### config.mk
export PLATFORM = sky130hd
export DESIGN_NAME = uart_rx_ctrl
export DESIGN_NICKNAME = d
export VERILOG_FILES = /design/src/rtl/uart_pkg.sv /design/src/rtl/uart_rx_fifo.sv /design/src/rtl/uart_rx_ctrl.sv
export SDC_FILE = /design/constraint.sdc
export NUM_CORES = 1
export LEC_CHECK = 0
export BUFFER_PORTS_ARGS = -buffer_cell sky130_fd_sc_hd__buf_4
export CORE_UTILIZATION = 44
export CTS_CLUSTER_SIZE = 12
export DETAILED_ROUTE_END_ITERATION = 12
export GPL_TIMING_DRIVEN = 1
export PLACE_DENSITY = 0.62
export SLEW_MARGIN = 20
export SYNTH_ARGS = -nofsm -noshare
export SYNTH_HDL_FRONTEND = slang
export SYNTH_HIERARCHICAL = 1
export SYNTH_SLANG_ARGS = --single-unit
### constraint.sdc
create_clock -name clk -period 8 [get_ports clk]
set_clock_uncertainty 0.1 [all_clocks]
set_input_delay 0.8 -clock clk [delete_from_list [all_inputs] [get_ports clk]]
set_output_delay 0.8 -clock clk [all_outputs]
set_load 0.005 [all_outputs]
### src/rtl/uart_pkg.sv
// Shared types and defaults for the UART receive controller: config FSM states,
// FIFO entry layout, and reset-time constants.
package uart_pkg;

    localparam int UART_DATA_BITS     = 8;
    localparam int DEFAULT_RESET_DIV  = 27;
    localparam int DEFAULT_QUIET_BITS = 11;

    typedef enum logic [1:0] {
        CFG_IDLE,
        CFG_WAIT,
        CFG_APPLY
    } cfg_state_e;

    typedef struct packed {
        logic [UART_DATA_BITS-1:0] data;
        logic                      perr;
        logic                      ferr;
    } fifo_entry_t;

endpackage

### src/rtl/uart_rx_fifo.sv
// Synchronous FIFO for received bytes. The head entry and valid flag are held in
// registers, so a write into an empty FIFO becomes visible on the following cycle.
module uart_rx_fifo
    import uart_pkg::*;
#(
    parameter int DEPTH = 16
) (
    input  logic                     clk,
    input  logic                     reset,
    input  logic                     push,
    input  fifo_entry_t              wdata,
    input  logic                     pop,
    output fifo_entry_t              rdata,
    output logic                     valid,
    output logic                     full,
    output logic [$clog2(DEPTH):0]   level
);

    localparam int AW = $clog2(DEPTH);
    localparam int LW = AW + 1;

    fifo_entry_t       mem_q [DEPTH];
    fifo_entry_t       mem_d [DEPTH];
    logic [AW-1:0]     wr_ptr_q, wr_ptr_d;
    logic [AW-1:0]     rd_ptr_q, rd_ptr_d;
    logic [LW-1:0]     count_q, count_d;
    fifo_entry_t       head_q, head_d;
    logic              valid_q, valid_d;
    logic              push_acc;
    logic              pop_acc;

    // A pop frees a slot, so a push into a full FIFO is accepted in the same cycle.
    always_comb begin
        pop_acc  = pop && (count_q != '0);
        push_acc = push && ((count_q != LW'(DEPTH)) || pop_acc);

        mem_d = mem_q;
        if (push_acc) begin
            mem_d[wr_ptr_q] = wdata;
        end

        wr_ptr_d = wr_ptr_q + AW'(push_acc);
        rd_ptr_d = rd_ptr_q + AW'(pop_acc);
        count_d  = count_q + LW'(push_acc) - LW'(pop_acc);
        valid_d  = (count_d != '0);

        head_d = '0;
        if (valid_d) begin
            if (push_acc && (wr_ptr_q == rd_ptr_d)) begin
                head_d = wdata;
            end else begin
                head_d = mem_q[rd_ptr_d];
            end
        end
    end

    always_ff @(posedge clk or posedge reset) begin
        if (reset) begin
            for (int i = 0; i < DEPTH; i++) begin
                mem_q[i] <= '0;
            end
            wr_ptr_q <= '0;
            rd_ptr_q <= '0;
            count_q  <= '0;
            head_q   <= '0;
            valid_q  <= 1'b0;
        end else begin
            mem_q    <= mem_d;
            wr_ptr_q <= wr_ptr_d;
            rd_ptr_q <= rd_ptr_d;
            count_q  <= count_d;
            head_q   <= head_d;
            valid_q  <= valid_d;
        end
    end

    assign rdata = head_q;
    assign valid = valid_q;
    assign full  = (count_q == LW'(DEPTH));
    assign level = count_q;

endmodule

### src/rtl/uart_rx_ctrl.sv
// UART receive controller: baud tick generation, quiet-line gated config changes,
// and a byte FIFO. Define UART_RX_CTRL_ERRCNT_EN to add saturating error counters.
module uart_rx_ctrl
    import uart_pkg::*;
#(
    parameter int DATA_BITS  = UART_DATA_BITS,
    parameter int OVS_FACTOR = 16,
    parameter int DIV_WIDTH  = 16,
    parameter int RESET_DIV  = DEFAULT_RESET_DIV,
    parameter int FIFO_DEPTH = 16,
    parameter int QUIET_BITS = DEFAULT_QUIET_BITS,
    parameter int CNT_WIDTH  = 16
) (
    input  logic                          clk,
    input  logic                          reset,
    input  logic                          cfg_valid,
    output logic                          cfg_ready,
    input  logic [DIV_WIDTH-1:0]          cfg_divisor,
    input  logic                          cfg_parity,
    output logic                          tick_16x,
    output logic                          parity_enable,
    input  logic                          rx_pin,
    input  logic [DATA_BITS-1:0]          rx_data,
    input  logic                          data_ready,
    input  logic                          parity_err,
    input  logic                          frame_err,
    output logic                          m_valid,
    input  logic                          m_ready,
    output logic [DATA_BITS-1:0]          m_data,
    output logic                          m_perr,
    output logic                          m_ferr,
    output logic [$clog2(FIFO_DEPTH):0]   fifo_level,
    output logic                          overrun,
    input  logic                          clear_stats
`ifdef UART_RX_CTRL_ERRCNT_EN
    ,
    output logic [CNT_WIDTH-1:0]          perr_count,
    output logic [CNT_WIDTH-1:0]          ferr_count,
    output logic [CNT_WIDTH-1:0]          ovr_count
`endif
);

    localparam int QUIET_TICKS = QUIET_BITS * OVS_FACTOR;
    localparam int QW          = $clog2(QUIET_TICKS + 1);

    cfg_state_e             state_q, state_d;
    logic [DIV_WIDTH-1:0]   pend_div_q, pend_div_d;
    logic                   pend_par_q, pend_par_d;
    logic [DIV_WIDTH-1:0]   act_div_q, act_div_d;
    logic                   act_par_q, act_par_d;
    logic [DIV_WIDTH-1:0]   tick_cnt_q, tick_cnt_d;
    logic [QW-1:0]          quiet_q, quiet_d;
    logic                   overrun_q, overrun_d;
    logic [DIV_WIDTH-1:0]   tick_max;
    logic                   apply;
    logic                   tick;

    fifo_entry_t            push_entry;
    fifo_entry_t            head;
    logic                   fifo_full;
    logic                   pop;
    logic                   drop;

    // Config FSM: a request is latched, then waits for QUIET_TICKS of idle line
    // before being committed in a single apply cycle.
    always_comb begin
        state_d    = state_q;
        pend_div_d = pend_div_q;
        pend_par_d = pend_par_q;
        act_div_d  = act_div_q;
        act_par_d  = act_par_q;
        quiet_d    = quiet_q;
        apply      = 1'b0;
        cfg_ready  = 1'b0;
        case (state_q)
            CFG_IDLE: begin
                cfg_ready = 1'b1;
                quiet_d   = '0;
                if (cfg_valid) begin
                    pend_div_d = cfg_divisor;
                    pend_par_d = cfg_parity;
                    state_d    = CFG_WAIT;
                end
            end
            CFG_WAIT: begin
                if (!rx_pin) begin
                    quiet_d = '0;
                end else if (tick && (quiet_q != QW'(QUIET_TICKS))) begin
                    quiet_d = quiet_q + QW'(1);
                end
                if (quiet_q == QW'(QUIET_TICKS)) begin
                    state_d = CFG_APPLY;
                end
            end
            CFG_APPLY: begin
                apply     = 1'b1;
                act_div_d = pend_div_q;
                act_par_d = pend_par_q;
                state_d   = CFG_IDLE;
            end
            default: begin
                state_d = CFG_IDLE;
            end
        endcase
    end

    // Divisor 0 shares the divisor-1 terminal count, giving a tick every cycle.
    always_comb begin
        tick_max = (act_div_q == '0) ? '0 : (act_div_q - DIV_WIDTH'(1));
        tick     = !apply && (tick_cnt_q == tick_max);
        if (apply || (tick_cnt_q == tick_max)) begin
            tick_cnt_d = '0;
        end else begin
            tick_cnt_d = tick_cnt_q + DIV_WIDTH'(1);
        end
    end

    always_comb begin
        push_entry.data = rx_data;
        push_entry.perr = parity_err;
        push_entry.ferr = frame_err;
        pop             = m_valid && m_ready;
        drop            = data_ready && fifo_full && !pop;
        overrun_d       = overrun_q;
        if (clear_stats) begin
            overrun_d = 1'b0;
        end else if (drop) begin
            overrun_d = 1'b1;
        end
    end

    always_ff @(posedge clk or posedge reset) begin
        if (reset) begin
            state_q    <= CFG_IDLE;
            pend_div_q <= DIV_WIDTH'(RESET_DIV);
            pend_par_q <= 1'b0;
            act_div_q  <= DIV_WIDTH'(RESET_DIV);
            act_par_q  <= 1'b0;
            tick_cnt_q <= '0;
            quiet_q    <= '0;
            overrun_q  <= 1'b0;
        end else begin
            state_q    <= state_d;
            pend_div_q <= pend_div_d;
            pend_par_q <= pend_par_d;
            act_div_q  <= act_div_d;
            act_par_q  <= act_par_d;
            tick_cnt_q <= tick_cnt_d;
            quiet_q    <= quiet_d;
            overrun_q  <= overrun_d;
        end
    end

    uart_rx_fifo #(
        .DEPTH (FIFO_DEPTH)
    ) u_fifo (
        .clk   (clk),
        .reset (reset),
        .push  (data_ready),
        .wdata (push_entry),
        .pop   (m_ready),
        .rdata (head),
        .valid (m_valid),
        .full  (fifo_full),
        .level (fifo_level)
    );

    assign m_data        = head.data;
    assign m_perr        = head.perr;
    assign m_ferr        = head.ferr;
    assign tick_16x      = tick;
    assign parity_enable = act_par_q;
    assign overrun       = overrun_q;

`ifdef UART_RX_CTRL_ERRCNT_EN
    logic [CNT_WIDTH-1:0] perr_cnt_q, perr_cnt_d;
    logic [CNT_WIDTH-1:0] ferr_cnt_q, ferr_cnt_d;
    logic [CNT_WIDTH-1:0] ovr_cnt_q, ovr_cnt_d;

    // Saturating counters; a same-cycle clear overrides any increment.
    always_comb begin
        perr_cnt_d = perr_cnt_q;
        ferr_cnt_d = ferr_cnt_q;
        ovr_cnt_d  = ovr_cnt_q;
        if (clear_stats) begin
            perr_cnt_d = '0;
            ferr_cnt_d = '0;
            ovr_cnt_d  = '0;
        end else begin
            if (data_ready && parity_err && (perr_cnt_q != '1)) begin
                perr_cnt_d = perr_cnt_q + CNT_WIDTH'(1);
            end
            if (data_ready && frame_err && (ferr_cnt_q != '1)) begin
                ferr_cnt_d = ferr_cnt_q + CNT_WIDTH'(1);
            end
            if (drop && (ovr_cnt_q != '1)) begin
                ovr_cnt_d = ovr_cnt_q + CNT_WIDTH'(1);
            end
        end
    end

    always_ff @(posedge clk or posedge reset) begin
        if (reset) begin
            perr_cnt_q <= '0;
            ferr_cnt_q <= '0;
            ovr_cnt_q  <= '0;
        end else begin
            perr_cnt_q <= perr_cnt_d;
            ferr_cnt_q <= ferr_cnt_d;
            ovr_cnt_q  <= ovr_cnt_d;
        end
    end

    assign perr_count = perr_cnt_q;
    assign ferr_count = ferr_cnt_q;
    assign ovr_count  = ovr_cnt_q;
`else
    // Without the counters only the sticky overrun flag records dropped bytes.
`endif

endmodule

==> results of run 1 <==
## final cells by class
class	count	share of cell area
repair buffers	61	0.03502
multi-input cells	562	0.4146
inverters	21	0.006142
well taps	341	0.03126
flip-flops and latches	245	0.4499
clock inverters	7	0.003850
clock buffers	43	0.05913
## cell usage after synthesis (all sizes together) (14+ instances only)
master / n
dfrtp: 237
mux2: 195
mux2i: 43
mux4: 40
nor2: 36
nand3: 30
nand2: 28
buf: 27
clkbuf: 23
inv: 21
a21oi: 20
xnor2: 19
xor2: 18
ha: 14
## layout by cell type (no fill, tap or decap), drive strengths merged, types with 2 or more instances in the layout
master and instances:
a21o 3, a21oi 20, a32oi 2, and2 6
and3 10, and4b 2, buf 61, clkbuf 43
clkinv 6, dfrtp 237, dfstp 8, ha 14
inv 21, mux2 195, mux2i 43, mux4 40
nand2 28, nand2b 5, nand3 30, nand4 6
nor2 36, nor2b 7, nor3 8, nor3b 3
nor4 10, nor4b 3, o211ai 5, o21a 4
o21ai 6, o41a 2, or2 4, or3 5
or4 9, or4b 2, xnor2 19, xor2 18
## power groups by stage
stage | Sequential [W] | Clock, W | Combinational, W
final | 0.00197 | 0.00118 | 0.00194
after global routing | 0.00203 | 0.00127 | 0.00209
after CTS | 0.00197 | 0.00122 | 0.00196
after detailed placement | 0.00199 | 0 | 0.00195
after global placement | 0.00198 | 0 | 0.00191
after floorplan | 0.00189 | 0 | 0.00158
## critical path, stage by stage, from the launching register on
cell,delay [ps]
dfrtp_1,440
or4_4,670
nor4_4,340
mux2i_1,160
a22o_1,280
nor4_4,360
and4_1,290
and3_1,160
buf_4,110
## routing by layer
| layer | global-route usage | wire length [um] |
|---|---|---|
| met3 | 0.02139 | 779 |
| met1 | 0.2724 | 12200 |
| met2 | 0.2913 | 11500 |
| met4 | 0.04148 | 417 |
| met5 | 0 | 0 |
## cells by family (layout without fill, tap and decap cells)
logic type | after synthesis | after routing | synth area share
xor+xnor | 38 | 38 | 0.02875
simple gates | 177 | 177 | 0.09576
buf+inv | 71 | 132 | 0.02709
mux | 278 | 278 | 0.2946
fa+ha+maj | 15 | 15 | 0.01613
flops | 245 | 245 | 0.5075
compound gates | 54 | 54 | 0.03010
## metrics by stage
stage               cell area, sq um  setup WS, ps  hold WS, ps
global placement               12760          3858        369.2
finish                         13650          3749        193.7
detailed placement             12760          3737        384.5
global route                   13650          3456        225.9
floorplan                      12100          2100        358.9
CTS                            13620          3716        290.0
## worst max-delay path by stage
stage | startpoint | to | slack, ps | cells past startpoint
after floorplan | reset | u_fifo/level[0] | 2100 | 1
after detailed placement | m_ready | u_fifo/rdata[7] | 3740 | 13
after global placement | m_ready | u_fifo/rdata[8] | 3860 | 13
after CTS | act_div_q[0] | tick_16x | 3720 | 10
after global routing | u_fifo/level[2] | u_fifo/rdata[0] | 3460 | 15
final | act_div_q[5] | tick_16x | 3750 | 8
## state kept, by name (all words and copies together), names as in the netlist
name	flops
act_div_q	16
overrun	1
parity_enable	1
pend_div_q	16
pend_par_q	1
quiet_q	8
state_q	2
tick_cnt_q	16
u_fifo/level	5
u_fifo/mem_q	160
u_fifo/rd_ptr_q	4
u_fifo/rdata	10
u_fifo/valid	1
u_fifo/wr_ptr_q	4
==> impl_metrics.py, run 1 <==
metrics = {
    "yosys": {
        "synth_warnings": 6,
        "yosysTopAreaCell": "dfrtp_1",
        "ys_seq_area_frac": 0.5075,
        "netlist_area_sq_mm": 0.01210,
        "ys_dominant_reg_cell": "dfrtp_1",
        "synth_nets": 927,
        "synth-seq-cells": 245,
        "synth_cells": 878,
        "synth_top_area_share": 0.4902,
        "async_flop_share": 1.000,
        "synth.area.top_cells": "dfrtp_1 (49%), mux2_2 (16%), mux4_2 (7.4%), mux2i_1 (3.6%), dfstp_2 (1.7%)",
        "syn_area_per_cell_sq_um": 13.78,
        "synth_edf_count": 0,
        "ys_types": 73,
    },
    "power": {
        "seq_power_share": 0.387,
        "powerDensity_mw_per_mm2": 373.2,
        "switching_power_w": 0.001616,
        "clockPowerShare": 0.232,
        "switching_share": 0.3172,
        "p_comb_frac": 0.380,
        "p_leak_nw": 6.246,
        "internal_power_w": 0.003478,
        "worst_ir_drop_vdd_mv": 0.2007,
        "power_w": 0.005094,
    },
    "clock_network": {
        "ctsResizeCount": 0,
        "cts_root_buf": "clkbuf_16",
        "postCtsSetupBuffers": 0,
        "ctsLongestPathBuffers": 3,
        "cts_tree": "yes",
        "cts_inserted_buffers": 28,
        "insertion_delay_ps": 540,
        "ctsHtreeMaxLevel": 1,
        "clock_sinks": 245,
        "ctsHoldBuffers": 0,
        "clk_pin_slew_ps": 60,
    },
    "sta": {
        "slew_headroom": 0.2876,
        "hold_viol_final": 0,
        "setup_violations": 0,
        "tightest_slew_ps": 1069,
        "finalMaxSlewViolations": 0,
        "period_share": 0.5313,
        "min_period_ps": 4251,
        "max_freq_mhz": 235.3,
        "tns_ps": 0,
        "rsz0062_at_grt": "no",
    },
    "worst_setup_path": {
        "cp.arrival_ps": 3350,
        "r2r_end": "u_fifo/rdata[0]",
        "required_ps": 7100,
        "reg2regPathDepth": 15,
        "crit_path_end_kind": "output port",
        "crit_path_start_kind": "flop",
        "regToRegSetupSlack_ps": 3830,
        "path_max_fanout": 13,
        "r2r_start": "u_fifo/level[2]",
        "path_class": "flop to output port",
    },
    "cells_and_area": {
        "antenna_cells": 0,
        "drive_above_1_share": 0.3908,
        "final-seq-area_sq_mm": 0.006141,
        "stdcell_count": 1280,
        "fillers": 2327,
        "areaGrowthSynthToFinish_pct": 12.80,
        "multi_input_comb_area_sq_mm": 0.005659,
        "final_core_util": 0.5064,
        "nets": 968,
    },
    "floorplanning": {
        "start_util": 0.4489,
        "rows": 60,
        "die_y_um": 167.8,
        "dieWidth_um": 167.8,
        "die_area_sq_mm": 0.02817,
        "io_pins": 54,
        "core-area_sq_mm": 0.02695,
    },
    "placed_design": {
        "gp_congestion": 0.8256,
        "place.port_buffers": 53,
        "place_inst": 1229,
        "hpwl_um": 16030,
    },
    "route": {
        "wl_per_cell_um": 19.45,
        "postRouteAntennaNets": 0,
        "drtIter0Drc": 433,
        "drt_wl_total_um": 24890,
        "dr.pass1.iters": 4,
        "drc": 0,
        "vias": 7224,
        "vias_per_cell": 5.644,
    },
    "global_routing": {
        "overflow": 0,
        "grt_pass1_vias": 7393,
        "antenna_found_initial": 0,
        "grt_use_total": 0.1841,
        "grt_start_max_net_pins": 110,
        "grt_pass1_wl_um": 41070,
    },
    "status": {
        "outcome": "finished clean",
    },
    "min_path": {
        "hold_class": "primary input to asynchronous set/reset pin",
    },
    "job": {
        "maxCapViolCount": 0,
    },
}
No activity file was read; power rests on OpenSTA's default activity.
==> run 2: changes to the inputs <==
Clock period 8 ns to 4.2 ns, I/O delays scaled along.
==> run 2 against run 1 <==
Worst hold slack got worse by 170 ps; critical path type unchanged; largest cell class unchanged; final area increased by 2.0%; setup slack lost 3500 ps; highest routed layer unchanged; critical path depth up 2; first-iteration DRC count shrank 6.2%.
==> impl_metrics.py, run 2 (same netlist as run 1, synthesis figures left out) <==
metrics = {
    "status": {
        "outcome": "finished clean",
    },
    "floorplanning": {
        "io_pins": 54,
        "start_util": 0.4489,
        "die_area_sq_mm": 0.02817,
        "die_y_um": 167.8,
        "core-area_sq_mm": 0.02695,
        "dieWidth_um": 167.8,
        "rows": 60,
    },
    "cells_and_area": {
        "drive_above_1_share": 0.3892,
        "antenna_cells": 0,
        "multi_input_comb_area_sq_mm": 0.005654,
        "stdcell_count": 1302,
        "fillers": 2290,
        "nets": 989,
        "top_register": "u_fifo/mem_q",
        "largest_reg_flops": 160,
        "areaGrowthSynthToFinish_pct": 15.11,
        "final_core_util": 0.5168,
        "final_common_cell": "dfrtp_1",
        "layout_common_cells": "dfrtp_1 (237), mux2_2 (171), buf_4 (63)",
        "final-seq-area_sq_mm": 0.006141,
    },
    "clock_network": {
        "insertion_delay_ps": 550,
        "ctsHtreeMaxLevel": 1,
        "cts_tree": "yes",
        "cts_inserted_buffers": 27,
        "ctsResizeCount": 0,
        "ctsLongestPathBuffers": 3,
        "clk_pin_slew_ps": 60,
        "clock_sinks": 245,
        "cts_root_buf": "clkbuf_16",
    },
    "sta": {
        "max_freq_mhz": 254.8,
        "rsz0062_at_grt": "no",
        "min_period_ps": 3924,
        "period_share": 0.9343,
        "setup_violations": 0,
        "tns_ps": 0,
        "tightest_slew_ps": 966.2,
        "hold_viol_final": 0,
        "slew_headroom": 0.3545,
        "whs_ps": 19.17,
        "finalMaxSlewViolations": 0,
    },
    "route": {
        "dr.pass1.iters": 5,
        "drtIter0Drc": 406,
        "vias": 7239,
        "drt_wl_total_um": 25630,
        "wl_per_cell_um": 19.68,
        "postRouteAntennaNets": 0,
        "vias_per_cell": 5.560,
        "drc": 0,
    },
    "power": {
        "p_leak_nw": 6.374,
        "worst_ir_drop_vdd_mv": 0.5207,
        "internal_power_w": 0.006832,
        "seq_power_share": 0.377,
        "switching_power_w": 0.003107,
        "p_comb_frac": 0.383,
        "powerDensity_mw_per_mm2": 713.6,
        "switching_share": 0.3126,
        "power_w": 0.009939,
        "clockPowerShare": 0.240,
    },
    "global_routing": {
        "overflow": 0,
        "grt_start_max_net_pins": 59,
        "grt_use_total": 0.1902,
        "grt_pass1_vias": 7536,
        "grt_pass1_wl_um": 42140,
        "antenna_found_initial": 0,
    },
    "worst_setup_path": {
        "cp.arrival_ps": 3400,
        "path_max_fanout": 8,
        "required_ps": 3680,
        "path_class": "flop to output port",
        "crit_path_start_kind": "flop",
        "crit_path_end_kind": "output port",
    },
    "min_path": {
        "hold_class": "primary input to flop",
    },
    "job": {
        "maxCapViolCount": 0,
    },
    "placed_design": {
        "gp_congestion": 0.8795,
        "hpwl_um": 16640,
        "place.port_buffers": 53,
        "place_inst": 1236,
    },
}
run 2: cell count changes in the layout (fill, tap and decap cells not counted), sizes merged:
cell / delta
clkinvlp: +1
clkbuf: -1
dlygate4sd3: +16
clkinv: -2
buf: +6
bufinv: +2
run 2: cell type report:
class                           count  area share
Sequential cell                   245      0.4409
Multi-Input combinational cell    562      0.4060
Clock buffer                       42     0.05759
Timing Repair Buffer               83     0.05121
Tap cell                          341     0.03064
Clock inverter                      8    0.007726
Inverter                           21    0.005929
run 2: worst max-delay path: stages (launching register included):
cell	delay [ps]
dfstp_2	390
inv_1	50
ha_1	180
or3b_1	530
nor2_1	230
xor2_1	200
mux2_2	390
nor4_4	290
and4_1	270
and3_1	200
buf_4	120
run 2: power by group through the flow:
| stage | logic, W | clock network [W] | registers (W) |
|---|---|---|---|
| after floorplan | 0.00301 | 0 | 0.00359 |
| after global placement | 0.00381 | 0 | 0.00375 |
| after detailed placement | 0.00386 | 0 | 0.00378 |
| after CTS | 0.00388 | 0.00245 | 0.00375 |
| after global routing | 0.00416 | 0.00255 | 0.00387 |
| final | 0.00381 | 0.00238 | 0.00375 |
run 2: path summary, 6_finish.rpt:
path / start / end / slack [ps] / cells after the start
setup / recovery: act_div_q[0] / tick_16x / 280 / 10
hold / removal: cfg_divisor[1] / pend_div_q[1] / 20 / 2
setup reg to reg: act_div_q[0] / quiet_q[7] / 800 / 11
hold reg to reg: u_fifo/mem_q[81] / u_fifo/mem_q[81] / 390 / 1
max in group asynchronous: reset / u_fifo/mem_q[32] / 2430 / 4
min in group asynchronous: reset / pend_div_q[7] / 460 / 3
run 2: routing by layer:
metal | share of wire | wire length [um] | global-route usage
met1 | 0.48 | 12310 | 0.2754
met4 | 0.018 | 473 | 0.04108
met2 | 0.47 | 11950 | 0.3033
met5 | 0 | 0 | 0
met3 | 0.035 | 892 | 0.02891
run 2: per-stage QoR:
stage          instance area [sq um]  setup slack (ps)
3_3_place_gp                   12860             911.2
6_report                       13930             275.9
3_5_place_dp                   12860             847.0
5_1_grt                        13930             121.7
2_1_floorplan                  12100             930.5
4_1_cts                        13930             267.9
run 2: what timing repair did:
action / in CTS / in global routing
hold endpoints to repair: 44 / 0
hold buffers: 16 / 0
buffers inserted: 0 / 0
==> run 3: changes to the inputs <==
Clock period 4.2 ns to 4.75 ns, I/O delays scaled along.
==> run 3 against run 2 <==
Critical path depth down 1; setup slack gained 540 ps; largest power group is now sequential cells; clock-buffer cell count is 1 lower; critical endpoint unchanged; core utilization is 0.77 points lower; total power down 12%; final cell count decreased by 1.2%; global-route usage barely moved; non-clock buffer count fell by 15; die area unchanged; flip-flop and latch count stayed put; largest cell class unchanged.
==> impl_metrics.py, run 3 (same netlist as run 1, synthesis figures left out) <==
metrics = {
    "cells_and_area": {
        "stdcell_count": 1286,
        "drive_above_1_share": 0.3926,
        "top_register": "u_fifo/mem_q",
        "final_common_cell": "dfrtp_1",
        "final_core_util": 0.5091,
        "layout_common_cells": "dfrtp_1 (237), mux2_2 (171), buf_4 (65)",
        "areaGrowthSynthToFinish_pct": 13.39,
        "largest_reg_flops": 160,
        "antenna_cells": 0,
        "nets": 974,
    },
    "status": {
        "outcome": "finished clean",
    },
    "placed_design": {
        "place.port_buffers": 53,
        "post-place-ws_ps": 1101,
        "place_inst": 1235,
        "hpwl_um": 16660,
        "gp_congestion": 0.8466,
    },
    "clock_network": {
        "cts_inserted_buffers": 27,
        "cts_tree": "yes",
        "ctsHtreeMaxLevel": 1,
        "clock_sinks": 245,
        "insertion_delay_ps": 540,
        "ctsLongestPathBuffers": 3,
        "clk_pin_slew_ps": 60,
        "cts_root_buf": "clkbuf_16",
        "postCtsSetupBuffers": 0,
    },
    "worst_setup_path": {
        "critPathBufInv": 2,
        "path_class": "flop to output port",
        "crit_path_start_kind": "flop",
        "path_max_fanout": 8,
        "crit_path_end_kind": "output port",
        "cp_slowest_cell": "or4_4",
        "cpLargestDelayFamily": "simple AND/OR/NAND/NOR gates",
        "critPathMaxStageDelay_ps": 590,
        "crit_chain": "inv_1, ha_1, or3b_1, or4_4, o21a_1, o21ai_1, and4_1, and3_1, buf_4",
        "cp.arrival_ps": 3360,
        "required_ps": 4180,
    },
    "route": {
        "dr.pass1.iters": 6,
        "wl_per_cell_um": 19.56,
        "drc": 0,
        "vias": 7155,
        "wl_met3_um": 767,
        "drtIter0Drc": 429,
        "wl_met1_um": 12590,
        "topRoutingLayerUsed": "met4",
        "postRouteAntennaNets": 0,
        "drt_wl_total_um": 25160,
        "vias_per_cell": 5.564,
        "routed-wl-met2_um": 11480,
    },
    "sta": {
        "setup_violations": 0,
        "period_share": 0.8293,
        "fin_ws_ps": 811.1,
        "slew_headroom": 0.3085,
        "tns_ps": 0,
        "tightest_slew_ps": 1037,
        "rsz0062_at_grt": "no",
        "finalMaxSlewViolations": 0,
        "max_freq_mhz": 253.9,
        "hold_viol_final": 0,
        "whs_ps": 65.54,
        "min_period_ps": 3939,
    },
    "floorplanning": {
        "dieWidth_um": 167.8,
        "die_area_sq_mm": 0.02817,
        "start_util": 0.4489,
        "core-area_sq_mm": 0.02695,
        "io_pins": 54,
        "die_y_um": 167.8,
        "rows": 60,
    },
    "global_routing": {
        "overflow": 0,
        "grt_pass1_vias": 7419,
        "grt_start_max_net_pins": 185,
        "grt_use_total": 0.1897,
        "grt_pass1_wl_um": 42090,
        "antenna_found_initial": 0,
    },
    "min_path": {
        "hold_class": "primary input to flop",
    },
    "power": {
        "worst_ir_drop_vdd_mv": 0.4179,
        "p_leak_nw": 6.288,
        "powerDensity_mw_per_mm2": 634.5,
    },
    "job": {
        "maxCapViolCount": 0,
    },
}
==> run 3: repair_timing <==
action	in CTS	in global routing
resized for setup	0	0
hold buffers	2	0
endpoints found under the hold margin	30	0
==> run 3: final cells by class <==
cell class	count	area, sq um
fill	2324	13230
sequential	245	6141
multi-input combinational	562	5654
clock buffer	41	778.2
timing repair buffer	68	528.0
tap	341	426.7
clock inverter	8	108.9
inverter	21	82.58
==> run 3: per-stage QoR <==
step | total power (W) | instance area, sq um
6_report | 0.008705 | 13720
5_1_grt | 0.009249 | 13720
4_1_cts | 0.008821 | 13720
3_5_place_dp | 0.006690 | 12810
3_3_place_gp | 0.006594 | 12810
2_1_floorplan | 0.005835 | 12100
==> run 3: worst register-to-register path: stages (launching register included) <==
cell and delay (ps):
dfrtp_1 400, inv_1 80, ha_1 160, inv_1 40, o41a_1 350, ha_2 900, buf_4 390, mux4_2 520
mux2i_1 210, mux2i_1 110, mux2i_1 150, a21oi_1 50
==> run 3: path summary, 6_finish.rpt <==
path                                        start           endpoint  slack, ps  cells after the start
worst max-delay path                 act_div_q[0]           tick_16x        810                      9
worst min-delay path               cfg_divisor[9]      pend_div_q[9]         70                      2
worst max register to register    u_fifo/level[3]    u_fifo/rdata[2]       1170                     11
worst min register to register  u_fifo/mem_q[121]  u_fifo/mem_q[121]        390                      1
max in group asynchronous                   reset   u_fifo/mem_q[43]       3100                      4
min in group asynchronous                   reset            overrun        530                      3
==> run 3: power breakdown <==
part | internal [W] | total, W | switching (W)
Sequential | 0.00288 | 0.00336 | 0.000471
Combinational | 0.00185 | 0.00327 | 0.00141
Clock | 0.00124 | 0.00208 | 0.000839
==> run 3: per-layer routing <==
layer,vias to the layer above,global-route usage
li1,3308,-
met1,3726,0.2846
met2,97,0.2953
met3,24,0.02421
met4,0,0.03909
met5,-,0
